--- src/rtl/cross_bar_pkg.sv ---
// Shared types and default sizes for the cross bar.
// Holds the master index type, the read/write command encoding and the
// arbiter state encoding used by the per-slave arbitration stage.
package cross_bar_pkg;

  localparam int MASTER_N = 4;
  localparam int ADDR_W   = 32;
  localparam int DATA_W   = 32;
  localparam int RD_OUTST = 4;

  typedef logic [ADDR_W-1:0]           addr_t;
  typedef logic [DATA_W-1:0]           data_t;
  typedef logic [$clog2(MASTER_N)-1:0] mst_idx_t;

  typedef enum logic {
    CMD_RD = 1'b0,
    CMD_WR = 1'b1
  } cmd_t;

  typedef enum logic {
    ST_IDLE = 1'b0,
    ST_BUSY = 1'b1
  } arb_state_t;

endpackage

--- src/rtl/cross_bar_id_fifo.sv ---
// Outstanding-read ID FIFO: remembers which master issued each read so
// in-order slave responses can be routed back.
// Ports:
//   clk, rst       clock, synchronous active-high reset (empties the FIFO)
//   push, din      write din at the tail (ignored when full)
//   pop            drop the head entry (ignored when empty)
//   head           current head entry
//   full, empty    occupancy flags
module cross_bar_id_fifo
  import cross_bar_pkg::*;
#(
  parameter int WIDTH = 2,
  parameter int DEPTH = 4
) (
  input  logic             clk,
  input  logic             rst,
  input  logic             push,
  input  logic [WIDTH-1:0] din,
  input  logic             pop,
  output logic [WIDTH-1:0] head,
  output logic             full,
  output logic             empty
);

  localparam int PTR_W = $clog2(DEPTH);

  logic [WIDTH-1:0] mem [DEPTH];
  logic [PTR_W-1:0] wr_ptr;
  logic [PTR_W-1:0] rd_ptr;
  logic [PTR_W:0]   count;
  logic             do_push;
  logic             do_pop;

  assign do_push = push && !full;
  assign do_pop  = pop && !empty;

  // DEPTH is a power of two, so the pointers wrap on natural overflow.
  always_ff @(posedge clk) begin
    if (rst) begin
      wr_ptr <= '0;
      rd_ptr <= '0;
      count  <= '0;
    end else begin
      if (do_push) wr_ptr <= wr_ptr + 1'b1;
      if (do_pop)  rd_ptr <= rd_ptr + 1'b1;
      case ({do_push, do_pop})
        2'b10:   count <= count + 1'b1;
        2'b01:   count <= count - 1'b1;
        default: count <= count;
      endcase
    end
  end

  always_ff @(posedge clk) begin
    if (do_push) mem[wr_ptr] <= din;
  end

  assign head  = mem[rd_ptr];
  assign full  = (count == (PTR_W+1)'(DEPTH));
  assign empty = (count == '0);

endmodule

--- src/rtl/cross_bar_slave_arb.sv ---
// Per-slave arbitration stage of the cross bar.
// Picks one requesting master round-robin, forwards its request to the
// slave, returns the slave ack to that master, and routes in-order read
// responses back through an outstanding-read ID FIFO.
// Ports:
//   clk, rst                       clock, synchronous active-high reset
//   m_req_i/m_addr_i/m_cmd_i/m_wdata_i  per-master request (flattened)
//   m_ack_o                        ack to granted master, one-hot or zero
//   m_resp_o, m_rdata_o            read response, one-hot valid + shared data
//   s_req_o/s_addr_o/s_cmd_o/s_wdata_o  request to slave
//   s_ack_i                        slave accepted the request
//   s_resp_i, s_rdata_i            in-order read response from slave
//
// state   | meaning
// --------+----------------------------------------------------------
// ST_IDLE | no grant held; pick next eligible master round-robin
// ST_BUSY | master gnt_q owns the slave port until ack or withdrawal
module cross_bar_slave_arb
  import cross_bar_pkg::*;
#(
  parameter int MASTER_N = cross_bar_pkg::MASTER_N,
  parameter int ADDR_W   = cross_bar_pkg::ADDR_W,
  parameter int DATA_W   = cross_bar_pkg::DATA_W,
  parameter int RD_OUTST = cross_bar_pkg::RD_OUTST
) (
  input  logic                       clk,
  input  logic                       rst,
  input  logic [MASTER_N-1:0]        m_req_i,
  input  logic [MASTER_N*ADDR_W-1:0] m_addr_i,
  input  logic [MASTER_N-1:0]        m_cmd_i,
  input  logic [MASTER_N*DATA_W-1:0] m_wdata_i,
  output logic [MASTER_N-1:0]        m_ack_o,
  output logic [MASTER_N-1:0]        m_resp_o,
  output logic [DATA_W-1:0]          m_rdata_o,
  output logic                       s_req_o,
  output logic [ADDR_W-1:0]          s_addr_o,
  output logic                       s_cmd_o,
  output logic [DATA_W-1:0]          s_wdata_o,
  input  logic                       s_ack_i,
  input  logic                       s_resp_i,
  input  logic [DATA_W-1:0]          s_rdata_i
);

  localparam int IDX_W = (MASTER_N > 1) ? $clog2(MASTER_N) : 1;
  typedef logic [IDX_W-1:0] idx_t;

  arb_state_t          state_q, state_d;
  idx_t                gnt_q, gnt_d;
  idx_t                rr_q, rr_d;
  idx_t                pick;
  logic [MASTER_N-1:0] elig;
  logic                fifo_push, fifo_pop, fifo_full, fifo_empty;
  idx_t                fifo_head;

  // A read needs a free FIFO slot; writes never wait on the FIFO.
  assign elig = m_req_i & (m_cmd_i | {MASTER_N{~fifo_full}});

  always_comb begin
    int   c;
    logic found;
    pick  = '0;
    found = 1'b0;
    c     = 0;
    for (int k = 0; k < MASTER_N; k++) begin
      c = (int'(rr_q) + k) % MASTER_N;
      if (!found && elig[idx_t'(c)]) begin
        pick  = idx_t'(c);
        found = 1'b1;
      end
    end
  end

  always_ff @(posedge clk) begin
    if (rst) begin
      state_q <= ST_IDLE;
      gnt_q   <= '0;
      rr_q    <= '0;
    end else begin
      state_q <= state_d;
      gnt_q   <= gnt_d;
      rr_q    <= rr_d;
    end
  end

  always_comb begin
    state_d   = state_q;
    gnt_d     = gnt_q;
    rr_d      = rr_q;
    fifo_push = 1'b0;
    s_req_o   = 1'b0;
    s_addr_o  = '0;
    s_cmd_o   = 1'b0;
    s_wdata_o = '0;
    m_ack_o   = '0;
    case (state_q)
      ST_IDLE: begin
        if (|elig) begin
          gnt_d   = pick;
          state_d = ST_BUSY;
        end
      end
      ST_BUSY: begin
        for (int i = 0; i < MASTER_N; i++) begin
          if (gnt_q == idx_t'(i)) begin
            s_req_o    = m_req_i[i];
            s_addr_o   = m_addr_i[i*ADDR_W +: ADDR_W];
            s_cmd_o    = m_cmd_i[i];
            s_wdata_o  = m_wdata_i[i*DATA_W +: DATA_W];
            m_ack_o[i] = s_ack_i;
          end
        end
        if (s_ack_i) begin
          fifo_push = (s_cmd_o == CMD_RD);
          rr_d      = (gnt_q == idx_t'(MASTER_N-1)) ? '0 : gnt_q + 1'b1;
          state_d   = ST_IDLE;
        end else if (!s_req_o) begin
          // Master withdrew: drop the grant without moving the pointer.
          state_d = ST_IDLE;
        end
      end
      default: state_d = ST_IDLE;
    endcase
    // Outputs are forced quiet while reset is held, not just after it.
    if (rst) begin
      fifo_push = 1'b0;
      s_req_o   = 1'b0;
      s_addr_o  = '0;
      s_cmd_o   = 1'b0;
      s_wdata_o = '0;
      m_ack_o   = '0;
    end
  end

  // Responses with no outstanding ID are dropped.
  always_comb begin
    fifo_pop  = 1'b0;
    m_resp_o  = '0;
    m_rdata_o = '0;
    if (s_resp_i && !fifo_empty && !rst) begin
      fifo_pop  = 1'b1;
      m_rdata_o = s_rdata_i;
      for (int i = 0; i < MASTER_N; i++) begin
        if (fifo_head == idx_t'(i)) m_resp_o[i] = 1'b1;
      end
    end
  end

  cross_bar_id_fifo #(
    .WIDTH (IDX_W),
    .DEPTH (RD_OUTST)
  ) u_id_fifo (
    .clk   (clk),
    .rst   (rst),
    .push  (fifo_push),
    .din   (gnt_q),
    .pop   (fifo_pop),
    .head  (fifo_head),
    .full  (fifo_full),
    .empty (fifo_empty)
  );

endmodule

--- config.mk ---
export PLATFORM = sky130hd
export DESIGN_NAME = cross_bar_slave_arb
export DESIGN_NICKNAME = d
export VERILOG_FILES = /design/src/rtl/cross_bar_pkg.sv /design/src/rtl/cross_bar_id_fifo.sv /design/src/rtl/cross_bar_slave_arb.sv
export SDC_FILE = /design/constraint.sdc
export NUM_CORES = 1
export LEC_CHECK = 0
export ABC_AREA = 0
export CAP_MARGIN = 10
export CORE_AREA = 5 5 153 155
export CTS_CLUSTER_SIZE = 12
export DETAILED_ROUTE_END_ITERATION = 7
export DIE_AREA = 0 0 158 160
export PLACE_DENSITY = 0.59
export SKIP_LAST_GASP = 1
export SLEW_MARGIN = 10
export SYNTH_ARGS = -nofsm -noshare
export SYNTH_HDL_FRONTEND = slang
export SYNTH_HIERARCHICAL = 1
export SYNTH_SLANG_ARGS = --single-unit
--- constraint.sdc ---
create_clock -name clk -period 2.9 [get_ports clk]
set_input_delay 0.435 -clock clk [delete_from_list [all_inputs] [get_ports clk]]
set_output_delay 0.435 -clock clk [all_outputs]
set_load 0.01 [all_outputs]
=== After elaboration in Yosys (flattened, before gate mapping) ===
Memory sizes are Yosys's and may differ from the RTL's. A register that Yosys moved wholly into a read port is not among the register bits.
Cells that the tools add are included.

* Add/subtract/negate cells: 8
* $lt $le $gt $ge: 4
* Equal/unequal tests: 9
* Multiplexer cells: 67
* Bitwise operators: 5
* Reductions and logical operators: 20

{| class="wikitable"
|+ Operators with widths
! kind !! count
|-
| $mux W32 || 13
|-
| $mux W1 || 38
|-
| $mux W2 || 7
|-
| $lt A2 B3 Y1 const B || 4
|-
| $mux W4 || 3
|-
| $eq A2 B2 Y1 const B || 5
|-
| $add A2 B1 Y2 const B || 4
|-
| $bmux W1 S2 || 4
|-
| $logic_and A1 B1 Y1 || 7
|-
| $eq A2 B1 Y1 const B || 3
|-
| $logic_not A1 Y1 || 6
|-
| $pmux W3 S2 || 1
|-
| $add A2 B2 Y2 const B || 2
|-
| $and A4 B4 Y4 || 1
|-
| $logic_not A2 Y1 || 2
|-
| $or A4 B4 Y4 || 1
|-
| $reduce_and A2 Y1 || 2
|-
| $reduce_or A4 Y1 || 1
|-
| $add A3 B1 Y3 const B || 1
|-
| $eq A3 B3 Y1 const B || 1
|-
| $logic_not A3 Y1 || 1
|-
| $not A1 Y1 || 3
|-
| $sub A3 B1 Y3 const B || 1
|-
| $pmux W1 S2 || 1
|-
| $reduce_bool A2 Y1 || 1
|}

* Register bits: 12
* Bits in writable memories: 8
* Input port bits: 300
* Output and inout port bits: 106
* Memories: 1

{| class="wikitable"
|+ Memories
! memory !! words !! width !! rd ports !! clocked after memory_dff !! wr ports !! RTL line !! RTL
|-
| u_id_fifo.mem || 4 || 2 || 1 || 1 || 1 || cross_bar_id_fifo.sv:27 || <nowiki>logic [WIDTH-1:0] mem [DEPTH];</nowiki>
|}

=== Logic depth before layout (Yosys ltp) ===
Gate-level depths: netlist of the first run.

* Depth after elaboration: 16
* Gate-level depth with buffers: 16

=== Cells and area by module ===
The synthesis of the first run kept the hierarchy.

{| class="wikitable"
|+ Modules (own cells, without submodules)
! module !! times used !! cells an instance !! area an instance (µm²) !! sequential area each (µm²)
|-
| cross_bar_slave_arb || 1 || 484 || 3,078.0 || 100.1
|-
| cross_bar_id_fifo || 1 || 64 || 770.7 || 420.4
|}

=== Worst setup path after synthesis of the first run ===
Ideal clock, no wire load.

* Path kind: reg2reg
* Start: register gnt_q[0]
* End: register u_id_fifo.count[2]
* Setup time: 0.070 ns
* Arrival time: 2.906 ns
* Slack: -0.076 ns
* Cell stages (with the launch flop): 17
* Clock period less this slack: 2.976 ns
* Cells stage by stage: dfxtp_1 > inv_1 > ha_1 > buf_2 > buf_2 > nor2b_1 > o31a_1 > and3_1 > inv_1 > nor2_1 > inv_1 > ha_1 > inv_1 > fa_1 > xor2_1 > or3_1 > a21oi_1

* Cells in the longest elaborated chain, start to end: 13
* Elaborated cells on any way between the ends: 18
* Classes of those cells: eq/ne: 5; mux: 9; bitwise: 1; reduce/logical: 3

{| class="wikitable"
|+ RTL lines
! element !! RTL line !! RTL
|-
| start: declaration || cross_bar_slave_arb.sv:48 || <nowiki>idx_t gnt_q, gnt_d;</nowiki>
|-
| start signal: assignment || cross_bar_slave_arb.sv:80 || <nowiki>gnt_q <= gnt_d;</nowiki>
|-
| $logic_not A2 Y1 || cross_bar_slave_arb.sv:104 || <nowiki>if (gnt_q == idx_t'(i)) begin</nowiki>
|-
| $mux W1 (3 in series) || cross_bar_slave_arb.sv:104 ||
|-
| $mux W1 * || cross_bar_slave_arb.sv:104 ||
|-
| $mux W1 * || cross_bar_slave_arb.sv:95 || <nowiki>case (state_q)</nowiki>
|-
| $not A1 Y1 * || cross_bar_slave_arb.sv:113 || <nowiki>fifo_push = (s_cmd_o == CMD_RD);</nowiki>
|-
| $mux W1 * || cross_bar_slave_arb.sv:112 || <nowiki>if (s_ack_i) begin</nowiki>
|-
| $mux W1 * || cross_bar_slave_arb.sv:95 ||
|-
| $mux W1 * || cross_bar_slave_arb.sv:124 || <nowiki>if (rst) begin</nowiki>
|-
| via fifo_push || cross_bar_slave_arb.sv:52 || <nowiki>logic fifo_push, fifo_pop, fifo_full, fifo_empty;</nowiki>
|-
| $logic_and A1 B1 Y1 * || cross_bar_id_fifo.sv:34 || <nowiki>assign do_push = push && !full;</nowiki>
|-
| $eq A2 B1 Y1 or $eq A2 B2 Y1 (tied branches) || cross_bar_id_fifo.sv:46 || <nowiki>case ({do_push, do_pop})</nowiki>
|-
| $pmux W3 S2 or $reduce_bool A2 Y1 (tied branches) || n/a ||
|-
| end signal: assignment || cross_bar_id_fifo.sv:47 || <nowiki>2'b10: count <= count + 1'b1;</nowiki>
|-
| end signal: assignment || cross_bar_id_fifo.sv:48 || <nowiki>2'b01: count <= count - 1'b1;</nowiki>
|-
| end signal: assignment || cross_bar_id_fifo.sv:49 || <nowiki>default: count <= count;</nowiki>
|-
| end: declaration || cross_bar_id_fifo.sv:30 || <nowiki>logic [PTR_W:0] count;</nowiki>
|}

The timed path passes the listed nets; every way through them passes the cells marked *. The select of a mux whose other input is x is not followed.
A chain may end at the register's enable or synchronous reset.

=== Final worst setup path of the first run ===
* Start: register gnt_q[0]
* End: output port s_wdata_o[12]

* Cells in the longest elaborated chain, start to end: 7
* Elaborated cells on any way between the ends: 10
* Classes of those cells: eq/ne: 3; mux: 6; reduce/logical: 1

{| class="wikitable"
|+ RTL lines
! element !! RTL line !! RTL
|-
| $logic_not A2 Y1 || cross_bar_slave_arb.sv:104 ||
|-
| $mux W32 (3 in series) || cross_bar_slave_arb.sv:104 ||
|-
| $mux W32 * || cross_bar_slave_arb.sv:104 ||
|-
| $mux W32 * || cross_bar_slave_arb.sv:95 ||
|-
| $mux W32 * || cross_bar_slave_arb.sv:124 ||
|-
| end: declaration || cross_bar_slave_arb.sv:38 || <nowiki>output logic [DATA_W-1:0] s_wdata_o,</nowiki>
|}

Every way passes the cells marked *; elsewhere a longest branch is shown, timed or not.

==> results of run 1 <==
[per-stage QoR]
step,utilization (%),std cells,setup WS (ps),cell area (sq um)
floorplan,-,548,5.51,3850
global placement,38.4,1206,35.1,8330
detailed placement,38.4,1206,-22.1,8330
CTS,38.8,1210,-172,8420
global route,39.9,1219,-119,8660
finish,39.9,1219,-23.0,8660
[power groups by stage]
stage / sequential, mW / clock [mW] / combinational [mW]
after detailed placement: 0.345 / 0 / 1.32
final: 0.339 / 0.314 / 1.36
after global routing: 0.340 / 0.335 / 1.47
after floorplan: 0.344 / 0 / 0.601
after CTS: 0.338 / 0.324 / 1.32
after global placement: 0.345 / 0 / 1.32
[sequential cells by signal, indices dropped and copies added (netlist names), named ones only]
| signal | flops |
|---|---|
| gnt_q | 2 |
| rr_q | 2 |
| state_q | 1 |
| u_id_fifo/count | 3 |
| u_id_fifo/mem | 8 |
| u_id_fifo/rd_ptr | 2 |
| u_id_fifo/wr_ptr | 2 |
[kinds of logic (layout without fill, tap and decap cells)]
logic type	count (synthesis)	after routing	synth area share (%)
AOI/OAI and AO/OA	221	221	46.1
muxes	3	3	1.43
xor gates and xnor gates	3	3	0.683
DFF	22	22	13.5
and+or+nand+nor	153	153	19.7
buffers and inverters	136	527	15.1
adders and majority gates	10	10	3.45
[worst paths after layout]
kind | start | to | slack (ps) | cells after the start
max | gnt_q[0] | s_wdata_o[12] | -20 | 8
min | u_id_fifo/rd_ptr[1] | u_id_fifo/rd_ptr[1] | 500 | 2
max reg2reg | gnt_q[0] | u_id_fifo/count[2] | 80 | 15
min reg2reg | u_id_fifo/rd_ptr[1] | u_id_fifo/rd_ptr[1] | 500 | 2
[routing by layer]
metal,track usage (%),wire length (um),part of all wire (%)
met4,3.02,445,2.0
met1,17.2,8440,37
met3,3.98,1950,8.6
met2,29.6,11800,52
met5,0,0,0
[synthesized netlist by cell type (2+ instances only)]
cell type | number | area share, %
sky130_fd_sc_hd__nor2b_1 | 4 | 0.65
sky130_fd_sc_hd__dfxtp_1 | 14 | 7.3
sky130_fd_sc_hd__a211o_1 | 66 | 15
sky130_fd_sc_hd__nand3_1 | 3 | 0.39
sky130_fd_sc_hd__a221oi_2 | 20 | 7.8
sky130_fd_sc_hd__buf_6 | 4 | 1.2
sky130_fd_sc_hd__o21ai_0 | 3 | 0.39
sky130_fd_sc_hd__nand2b_1 | 5 | 0.81
sky130_fd_sc_hd__nor3_1 | 2 | 0.26
sky130_fd_sc_hd__mux4_2 | 2 | 1.2
sky130_fd_sc_hd__a221oi_1 | 45 | 10
sky130_fd_sc_hd__xor2_1 | 3 | 0.68
sky130_fd_sc_hd__and2_1 | 37 | 6.0
sky130_fd_sc_hd__inv_1 | 79 | 7.7
sky130_fd_sc_hd__buf_2 | 11 | 1.4
sky130_fd_sc_hd__a21oi_1 | 74 | 9.6
sky130_fd_sc_hd__nor3b_2 | 2 | 0.65
sky130_fd_sc_hd__o31ai_1 | 2 | 0.39
sky130_fd_sc_hd__buf_4 | 4 | 0.78
sky130_fd_sc_hd__edfxtp_1 | 8 | 6.2
sky130_fd_sc_hd__nor2_1 | 13 | 1.3
sky130_fd_sc_hd__clkbuf_1 | 35 | 3.4
sky130_fd_sc_hd__and3_1 | 6 | 0.98
sky130_fd_sc_hd__nand2_1 | 72 | 7.0
sky130_fd_sc_hd__o211ai_1 | 2 | 0.39
sky130_fd_sc_hd__ha_1 | 9 | 2.9
sky130_fd_sc_hd__or3_1 | 4 | 0.65
[worst reg2reg max path: cells and delay by family, from the launching register on]
family,cells,cell delay [ps]
AOI/OAI and AO/OA,3,510
buffers and inverters,4,250
xor gates and xnor gates,1,160
adders and majority gates,3,720
and+or+nand+nor,4,770
DFF,1,360
[what timing repair did]
item                                    in CTS  in global routing
resized for setup                            7                 49
hold endpoints to repair                     0                  0
cloned                                       0                  3
setup buffers                                0                  6
endpoints found under the setup margin      52                 60
[layout make-up]
class	count	area, sq um
well taps	280	350
fillers	2239	13000
flip-flops and latches	22	526
clock buffers	4	88.8
repair buffers	443	4600
inverters	80	300
multi-input cells	390	2800
==> qor.json, run 1 <==
{
  "cp_slowest_cell": "sky130_fd_sc_hd__clkdlybuf4s50_1",
  "finClkSkew_ps": 2.15,
  "critPathMaxStageDelay_ps": 590,
  "mostFrequentLayoutCells": "358 x sky130_fd_sc_hd__clkdlybuf4s50_1, 77 x sky130_fd_sc_hd__inv_1, 74 x sky130_fd_sc_hd__a21oi_1",
  "clock_path_buffers": 2,
  "worst_ep_arrival_time_ps": 2490,
  "post-route-period-util_pct": 101,
  "synth_cell_types": 46,
  "failed_checks": "negative setup slack",
  "drt_iter0_drc": 392,
  "num_io_pins": 406,
  "cp-start-kind": "register",
  "worst_pin_slew_ps": 478,
  "p_int_mw": 1.37,
  "setup_total_negative_slack_ps": -45.6,
  "cts_buffers": 3,
  "cts.hold.buffers_added": 0,
  "routed_wirelength_um": 22600,
  "vias": 5595,
  "synth-edff-count": 8,
  "timing.critical_path.buf_inv": 3,
  "pwr-share-comb_pct": 67.6,
  "yosys_register_bits": 22,
  "hold-worst-slack_ps": 501,
  "path_clk_slew_ps": 60,
  "cts-htree-levels": 1,
  "timing.critical_path.required_ps": 2470,
  "path_cells": "inv_2 > ha_2 > nor2b_4 > buf_6 > a221oi_1 > a211o_1 > a21oi_1 > clkdlybuf4s50_1",
  "core-area_sq_um": 21700,
  "clockPowerShare_pct": 15.6,
  "status": "finished with violations",
  "cts.root.buffer_cell": "sky130_fd_sc_hd__clkbuf_16",
  "power_leakage_nw": 4.07,
  "syn-cell-area_sq_um": 3850,
  "wire_length_per_cell_um": 18.6,
  "die-height_um": 160,
  "hold_viol_final": 0,
  "ys_seq_area_share_pct": 13.5,
  "drv.max_cap_violation_count": 0,
  "io_buffer_count": 405,
  "f_max_ghz": 0.342,
  "remaining_drc_errors": 0,
  "grt_antenna_before_repair": 0,
  "maxSlewViolCount": 0,
  "maximum_number_of_pins_on_one_net_before_global_route_repair": 79,
  "netSwitchingPower_mw": 0.644,
  "post_drt_via_cell_ratio": 4.59,
  "rsz0062_at_grt": "yes",
  "warnings_synthesis": 6,
  "grt_pass1_wl_um": 31200,
  "start_util_pct": 17.7,
  "fin_ws_ps": -23.0,
  "routability_congestion": 0.830,
  "async_reset_ff_share_pct": 0,
  "mappedNetlistNets": 858,
  "timing.final.setup_violations": 2,
  "number_of_global_route_vias_before_repair": 5400,
  "worstPathMaxFanout": 16,
  "final_layout_net_count": 1250,
  "synthCells": 548,
  "placementRows": 54,
  "power.total_mw": 2.02,
  "numClockSinks": 22,
  "insertion_delay_of_the_later_clocked_pin_in_the_worst_skew_pair_ps": 250,
  "end_kind": "output port",
  "n_antenna_cell": 0,
  "die_area_sq_um": 25300,
  "p_per_area_nw_per_um2": 233,
  "timing.max_slew.rel_slack_pct": 68.1,
  "place_hpwl_um": 17900,
  "worst_ir_drop_vdd_mv": 0.160,
  "area_growth_pct": 125,
  "drtAntennaViolNets": 0,
  "timing.final.crit_period_ps": 2920,
  "drt-pass1-iter-count": 5,
  "drive_gt1_share_pct": 8.63,
  "groute.usage.overall_pct": 15.5,
  "layout.cells.most_common": "sky130_fd_sc_hd__clkdlybuf4s50_1",
  "worst-setup-path-type": "reg -> out",
  "synthesis.area_per_instance_sq_um": 7.02,
  "tritoncts_clock_tree": "built",
  "grt_overflow": 0,
  "synthFlopType": "sky130_fd_sc_hd__dfxtp_1",
  "worst_hold_path_type": "reg -> reg",
  "p_sw_share_pct": 31.9,
  "critical_path.top_delay_family": "buffers and inverters",
  "die_w_um": 158,
  "share_seq_of_total_power_pct": 16.8
}
Power figures use the tool's default switching activity.
==> run 2: changes to the inputs <==
Settings changed: ABC_CLOCK_PERIOD_IN_PS from default to 2900, PLACE_DENSITY 0.59 to 0.65.
==> qor.json, run 2 (same netlist as run 1, synthesis figures left out) <==
{
  "remaining_drc_errors": 0,
  "routability_congestion": 0.887,
  "worst_ir_drop_vdd_mv": 0.190,
  "worst_hold_path_type": "reg -> reg",
  "worst_pin_slew_ps": 399,
  "cts_buffers": 3,
  "io_buffer_count": 405,
  "drt_iter0_drc": 330,
  "cts.hold.buffers_added": 0,
  "fin_ws_ps": -72.0,
  "drv.max_cap_violation_count": 0,
  "groute.usage.overall_pct": 15.7,
  "pwr-share-comb_pct": 65.2,
  "finClkSkew_ps": 0.991,
  "worst-setup-path-type": "reg -> out",
  "p_int_mw": 1.42,
  "vias": 5585,
  "cp-endpoint": "s_req_o",
  "tritoncts_clock_tree": "built",
  "path_clk_slew_ps": 60,
  "number_of_global_route_vias_before_repair": 5476,
  "placementRows": 54,
  "die-height_um": 160,
  "p_sw_share_pct": 31.2,
  "numClockSinks": 22,
  "f_max_ghz": 0.336,
  "largest_register_by_flop_count": "u_id_fifo/mem",
  "postLayoutCellArea_sq_um": 8570,
  "timing.critical_path.required_ps": 2470,
  "timing_startpoint_of_the_critical_path": "gnt_q[1]",
  "num-fill-cells": 2193,
  "share_seq_of_total_power_pct": 16.4,
  "status": "finished with violations",
  "reg_top3": "u_id_fifo/mem x8, u_id_fifo/count x3",
  "place_hpwl_um": 18000,
  "power_leakage_nw": 3.82,
  "timing.reg2reg.worst_path_depth": 16,
  "post-route-period-util_pct": 102,
  "grt_overflow": 0,
  "core-area_sq_um": 21700,
  "start_util_pct": 17.7,
  "layout.cells.most_common": "sky130_fd_sc_hd__clkdlybuf4s50_1",
  "cp-start-kind": "register",
  "mostFrequentLayoutCells": "343 x sky130_fd_sc_hd__clkdlybuf4s50_1, 78 x sky130_fd_sc_hd__inv_1, 73 x sky130_fd_sc_hd__a21oi_1",
  "end_kind": "output port",
  "timing.max_slew.rel_slack_pct": 73.4,
  "clock_path_buffers": 2,
  "die_area_sq_um": 25300,
  "worstPathMaxFanout": 13,
  "p_per_area_nw_per_um2": 241,
  "reg2reg_from": "gnt_q[1]",
  "drt-pass1-iter-count": 5,
  "die_w_um": 158,
  "power.total_mw": 2.07,
  "ff2ff_setup_slack_ps": -40,
  "post_place_cell_area_sq_um": 8400,
  "clockPowerShare_pct": 18.4,
  "cts-htree-levels": 1,
  "post_drt_via_cell_ratio": 4.57,
  "maximum_number_of_pins_on_one_net_before_global_route_repair": 69,
  "area_growth_pct": 123,
  "insertion_delay_of_the_later_clocked_pin_in_the_worst_skew_pair_ps": 250,
  "wire_length_per_cell_um": 17.9,
  "maxSlewViolCount": 0,
  "timing.final.setup_violations": 2,
  "largest_register_ffs": 8,
  "routed_wirelength_um": 21900,
  "failed_checks": "negative setup slack",
  "grt_antenna_before_repair": 1,
  "final_layout_net_count": 1253,
  "cts.root.buffer_cell": "sky130_fd_sc_hd__clkbuf_16",
  "netSwitchingPower_mw": 0.645,
  "critical_path.reg2reg.endpoint": "u_id_fifo/count[2]",
  "worst_ep_arrival_time_ps": 2540,
  "num_io_pins": 406,
  "grt_pass1_wl_um": 31700,
  "drtAntennaViolNets": 0,
  "hold_viol_final": 0,
  "rsz0062_at_grt": "yes",
  "drive_gt1_share_pct": 8.81,
  "timing.final.crit_period_ps": 2970
}
run 2: cell types whose count changed in the layout (fill, tap and decap cells not counted), moves of 2 or more:
cell	previous run	this run
sky130_fd_sc_hd__ha_1	4	6
sky130_fd_sc_hd__buf_6	3	0
sky130_fd_sc_hd__clkdlybuf4s50_1	358	343
sky130_fd_sc_hd__buf_4	25	30
sky130_fd_sc_hd__dlymetal6s2s_1	41	14
sky130_fd_sc_hd__buf_12	5	9
sky130_fd_sc_hd__clkbuf_16	6	3
sky130_fd_sc_hd__dlygate4sd2_1	6	48
run 2: through the flow:
stage | util, % | setup WS [ps] | hold WS (ps) | instances | setup TNS (ps)
final | 39.5 | -72.0 | 501 | 1223 | -111
after global routing | 39.5 | -237 | 539 | 1222 | -640
after CTS | 39.3 | -137 | 499 | 1222 | -1660
after detailed placement | 38.7 | -69.0 | 494 | 1213 | -69.0
after global placement | 38.7 | 26.0 | 481 | 1213 | 0
after floorplan | - | 5.51 | 459 | 548 | 0
run 2: power by group through the flow:
stage | Clock (mW) | Sequential [mW] | Combinational (mW)
after floorplan | 0 | 0.344 | 0.601
after global placement | 0 | 0.344 | 1.32
after detailed placement | 0 | 0.344 | 1.32
after CTS | 0.386 | 0.338 | 1.36
after global routing | 0.400 | 0.339 | 1.44
final | 0.381 | 0.338 | 1.35
run 2: timing repair:
item,CTS,global route
setup endpoints to repair,51,20
gates cloned,1,0
resized for setup,50,16
buffers inserted,4,0
run 2: worst max-delay path: stages (launching register included):
cell                              delay, ps
sky130_fd_sc_hd__dfxtp_2                320
sky130_fd_sc_hd__inv_1                  100
sky130_fd_sc_hd__ha_2                   300
sky130_fd_sc_hd__nor2b_4                 80
sky130_fd_sc_hd__buf_12                 130
sky130_fd_sc_hd__bufbuf_16              280
sky130_fd_sc_hd__a221o_1                290
sky130_fd_sc_hd__a22oi_1                210
sky130_fd_sc_hd__nor2_1                  70
sky130_fd_sc_hd__clkdlybuf4s50_1        490
run 2: worst min path at each step:
stage	end	start	cells after the start	slack, ps
2_1_floorplan	register	u_id_fifo/rd_ptr[1]	2	460
6_report	u_id_fifo/rd_ptr[1]	u_id_fifo/rd_ptr[1]	2	500
3_3_place_gp	u_id_fifo/rd_ptr[1]	u_id_fifo/rd_ptr[1]	2	480
3_5_place_dp	u_id_fifo/rd_ptr[1]	u_id_fifo/rd_ptr[1]	2	490
5_1_grt	rr_q[1]	rr_q[1]	2	540
4_1_cts	u_id_fifo/rd_ptr[1]	u_id_fifo/rd_ptr[1]	2	500
run 2: layout make-up:
type	count	area, sq um	area share (%)
sequential	22	526	6.13
antenna	1	2.50	0.0292
clock inverter	1	30.0	0.350
timing repair buffer	446	4490	52.4
clock buffer	3	75.1	0.876
inverter	80	300	3.50
tap	280	350	4.09
multi-input combinational	390	2790	32.6
run 2: per-layer routing:
metal / track usage (%) / vias to the layer above / share of wire, %
met5: 0 / - / 0
met4: 4.54 / 0 / 3.1
met3: 4.06 / 34 / 9.7
met2: 29.2 / 273 / 51
met1: 17.5 / 2500 / 36
li1: - / 2778 / -
==> run 3: changes to the inputs <==
Settings changed: ABC_CLOCK_PERIOD_IN_PS 2900 to 3700, CORE_AREA 5 5 153 155 to 5 5 155 157, DIE_AREA 0 0 158 160 to 0 0 160 162, PLACE_DENSITY 0.65 to 0.62.
Clock period 2.9 ns to 3.7 ns, I/O delays scaled along.
==> qor.json, run 3 (same netlist as run 1, synthesis figures left out) <==
{
  "grt_pass1_wl_um": 31000,
  "post_drt_via_cell_ratio": 4.57,
  "final_cells": 1199,
  "cp-start-kind": "register",
  "area_growth_pct": 115,
  "timing.final.crit_period_ps": 3500,
  "worst_ep_arrival_time_ps": 2940,
  "post-route-period-util_pct": 94.6,
  "timing.critical_path.required_ps": 3140,
  "drive_gt1_share_pct": 5.47,
  "cts_buffers": 3,
  "placementRows": 55,
  "reg2reg_from": "gnt_q[0]",
  "number_of_global_route_vias_before_repair": 5411,
  "wire_length_per_cell_um": 17.9,
  "hold_end": "u_id_fifo/rd_ptr[1]",
  "vias": 5476,
  "largest_register_by_flop_count": "u_id_fifo/mem",
  "timing.final.setup_violations": 0,
  "end_kind": "output port",
  "timing.reg2reg.worst_path_depth": 15,
  "worst_ir_drop_vdd_mv": 0.161,
  "cts-htree-levels": 1,
  "remaining_drc_errors": 0,
  "drt-pass1-iter-count": 5,
  "n_antenna_cell": 0,
  "place_hpwl_um": 17700,
  "clock_path_buffers": 2,
  "critical_path.reg2reg.endpoint": "u_id_fifo/count[2]",
  "largest_register_ffs": 8,
  "routed_wirelength_um": 21500,
  "power.total_mw": 1.56,
  "die-height_um": 162,
  "worst-setup-path-type": "reg -> out",
  "finClkSkew_ps": 1.44,
  "multiInputGateArea_sq_um": 2790,
  "post-place-cells": 1195,
  "io_buffer_count": 405,
  "cp_slowest_cell": "sky130_fd_sc_hd__clkdlybuf4s50_1",
  "drv.max_cap_violation_count": 0,
  "holdCritStartpoint": "u_id_fifo/rd_ptr[1]",
  "core-area_sq_um": 22400,
  "mostFrequentLayoutCells": "405 x sky130_fd_sc_hd__clkdlybuf4s50_1, 79 x sky130_fd_sc_hd__inv_1, 74 x sky130_fd_sc_hd__a21oi_1",
  "regArea_sq_um": 520,
  "timing.critical_path.buf_inv": 3,
  "worstPathMaxFanout": 29,
  "ff2ff_setup_slack_ps": 480,
  "timing.max_slew.rel_slack_pct": 60.5,
  "path_clk_slew_ps": 60,
  "p_per_area_nw_per_um2": 188,
  "hold_viol_final": 0,
  "path_cells": "inv_1 > ha_4 > nor2b_4 > buf_4 > a221oi_1 > a211o_1 > a21oi_1 > clkdlybuf4s50_1",
  "cts.repair.resized": 0,
  "num_io_pins": 406,
  "power_leakage_nw": 3.18,
  "grt_antenna_before_repair": 0,
  "cts.hold.buffers_added": 0,
  "maximum_number_of_pins_on_one_net_before_global_route_repair": 73,
  "min_path_cells": 2,
  "reg_top3": "u_id_fifo/mem x8, u_id_fifo/count x3",
  "insertion_delay_of_the_later_clocked_pin_in_the_worst_skew_pair_ps": 250,
  "die_area_sq_um": 25900,
  "maxSlewViolCount": 0,
  "setup_total_negative_slack_ps": 0,
  "tritoncts_clock_tree": "built",
  "post_place_cell_area_sq_um": 8170,
  "postLayoutCellArea_sq_um": 8280,
  "groute.usage.overall_pct": 14.8,
  "layout.cells.most_common": "sky130_fd_sc_hd__clkdlybuf4s50_1",
  "worst_pin_slew_ps": 592,
  "post_cts.repair.setup_buffers": 0,
  "f_max_ghz": 0.286,
  "grt_overflow": 0,
  "critical_path.top_delay_family": "buffers and inverters",
  "drtAntennaViolNets": 0,
  "cts.root.buffer_cell": "sky130_fd_sc_hd__clkbuf_16",
  "die_w_um": 160,
  "num-fill-cells": 2330,
  "critPathMaxStageDelay_ps": 620,
  "drt_iter0_drc": 370,
  "status": "completed",
  "numClockSinks": 22,
  "worst_hold_path_type": "reg -> reg",
  "start_util_pct": 17.2,
  "rsz0062_at_grt": "no",
  "routability_congestion": 0.877,
  "final_layout_net_count": 1225
}
-- run 3: cell count changes in the layout (fill, tap and decap cells not counted), sizes merged --
cell and change:
dlygate4sd2 -48, diode -1, buf -27, clkdlybuf4s50 +62, bufbuf -1, dlymetal6s2s -14
-- run 3: worst min-delay path, cell delays in order (launching register included) --
cell	delay, ps
sky130_fd_sc_hd__dfxtp_1	300
sky130_fd_sc_hd__o21ai_0	60
sky130_fd_sc_hd__a21oi_1	80
-- run 3: where the power goes --
group / switching, mW / internal (mW)
logic: 0.388 / 0.604
registers: 0.0104 / 0.258
clock network: 0.0847 / 0.215
-- run 3: final cells by class --
type | count | share of cell area [%]
flip-flops and latches | 22 | 6.29
well taps | 285 | 4.31
clock inverters | 1 | 0.363
clock buffers | 3 | 0.907
inverters | 80 | 3.63
repair buffers | 418 | 50.8
multi-input cells | 390 | 33.7
-- run 3: how the worst max path moves through the flow --
| stage | depth (start not counted) | to | slack [ps] | start |
|---|---|---|---|---|
| 3_3_place_gp | 8 | s_wdata_o[20] | 490 | gnt_q[1] |
| 2_1_floorplan | 16 | u_id_fifo/count[2] | 720 | gnt_q[0] |
| 4_1_cts | 8 | s_wdata_o[20] | 200 | gnt_q[1] |
| 3_5_place_dp | 13 | u_id_fifo/count[2] | 460 | m_cmd_i[1] |
| 6_report | 8 | s_wdata_o[20] | 200 | gnt_q[1] |
| 5_1_grt | 8 | s_wdata_o[20] | 100 | gnt_q[1] |
-- run 3: routing by layer --
| layer | track usage, % | vias to the layer above | wire length (um) |
|---|---|---|---|
| met5 | 0 | - | 0 |
| met4 | 2.11 | 0 | 231 |
| met3 | 4.21 | 16 | 1880 |
| met2 | 27.9 | 257 | 11200 |
| met1 | 17.1 | 2482 | 8140 |
| li1 | - | 2721 | - |
-- run 3: per-stage QoR --
| stage | setup WS, ps | hold WS, ps | util, % |
|---|---|---|---|
| finish | 201 | 498 | 37.0 |
| global route | 105 | 516 | 37.0 |
| CTS | 202 | 500 | 37.0 |
| detailed placement | 457 | 495 | 36.5 |
| global placement | 493 | 481 | 36.5 |
| floorplan | 724 | 459 | - |
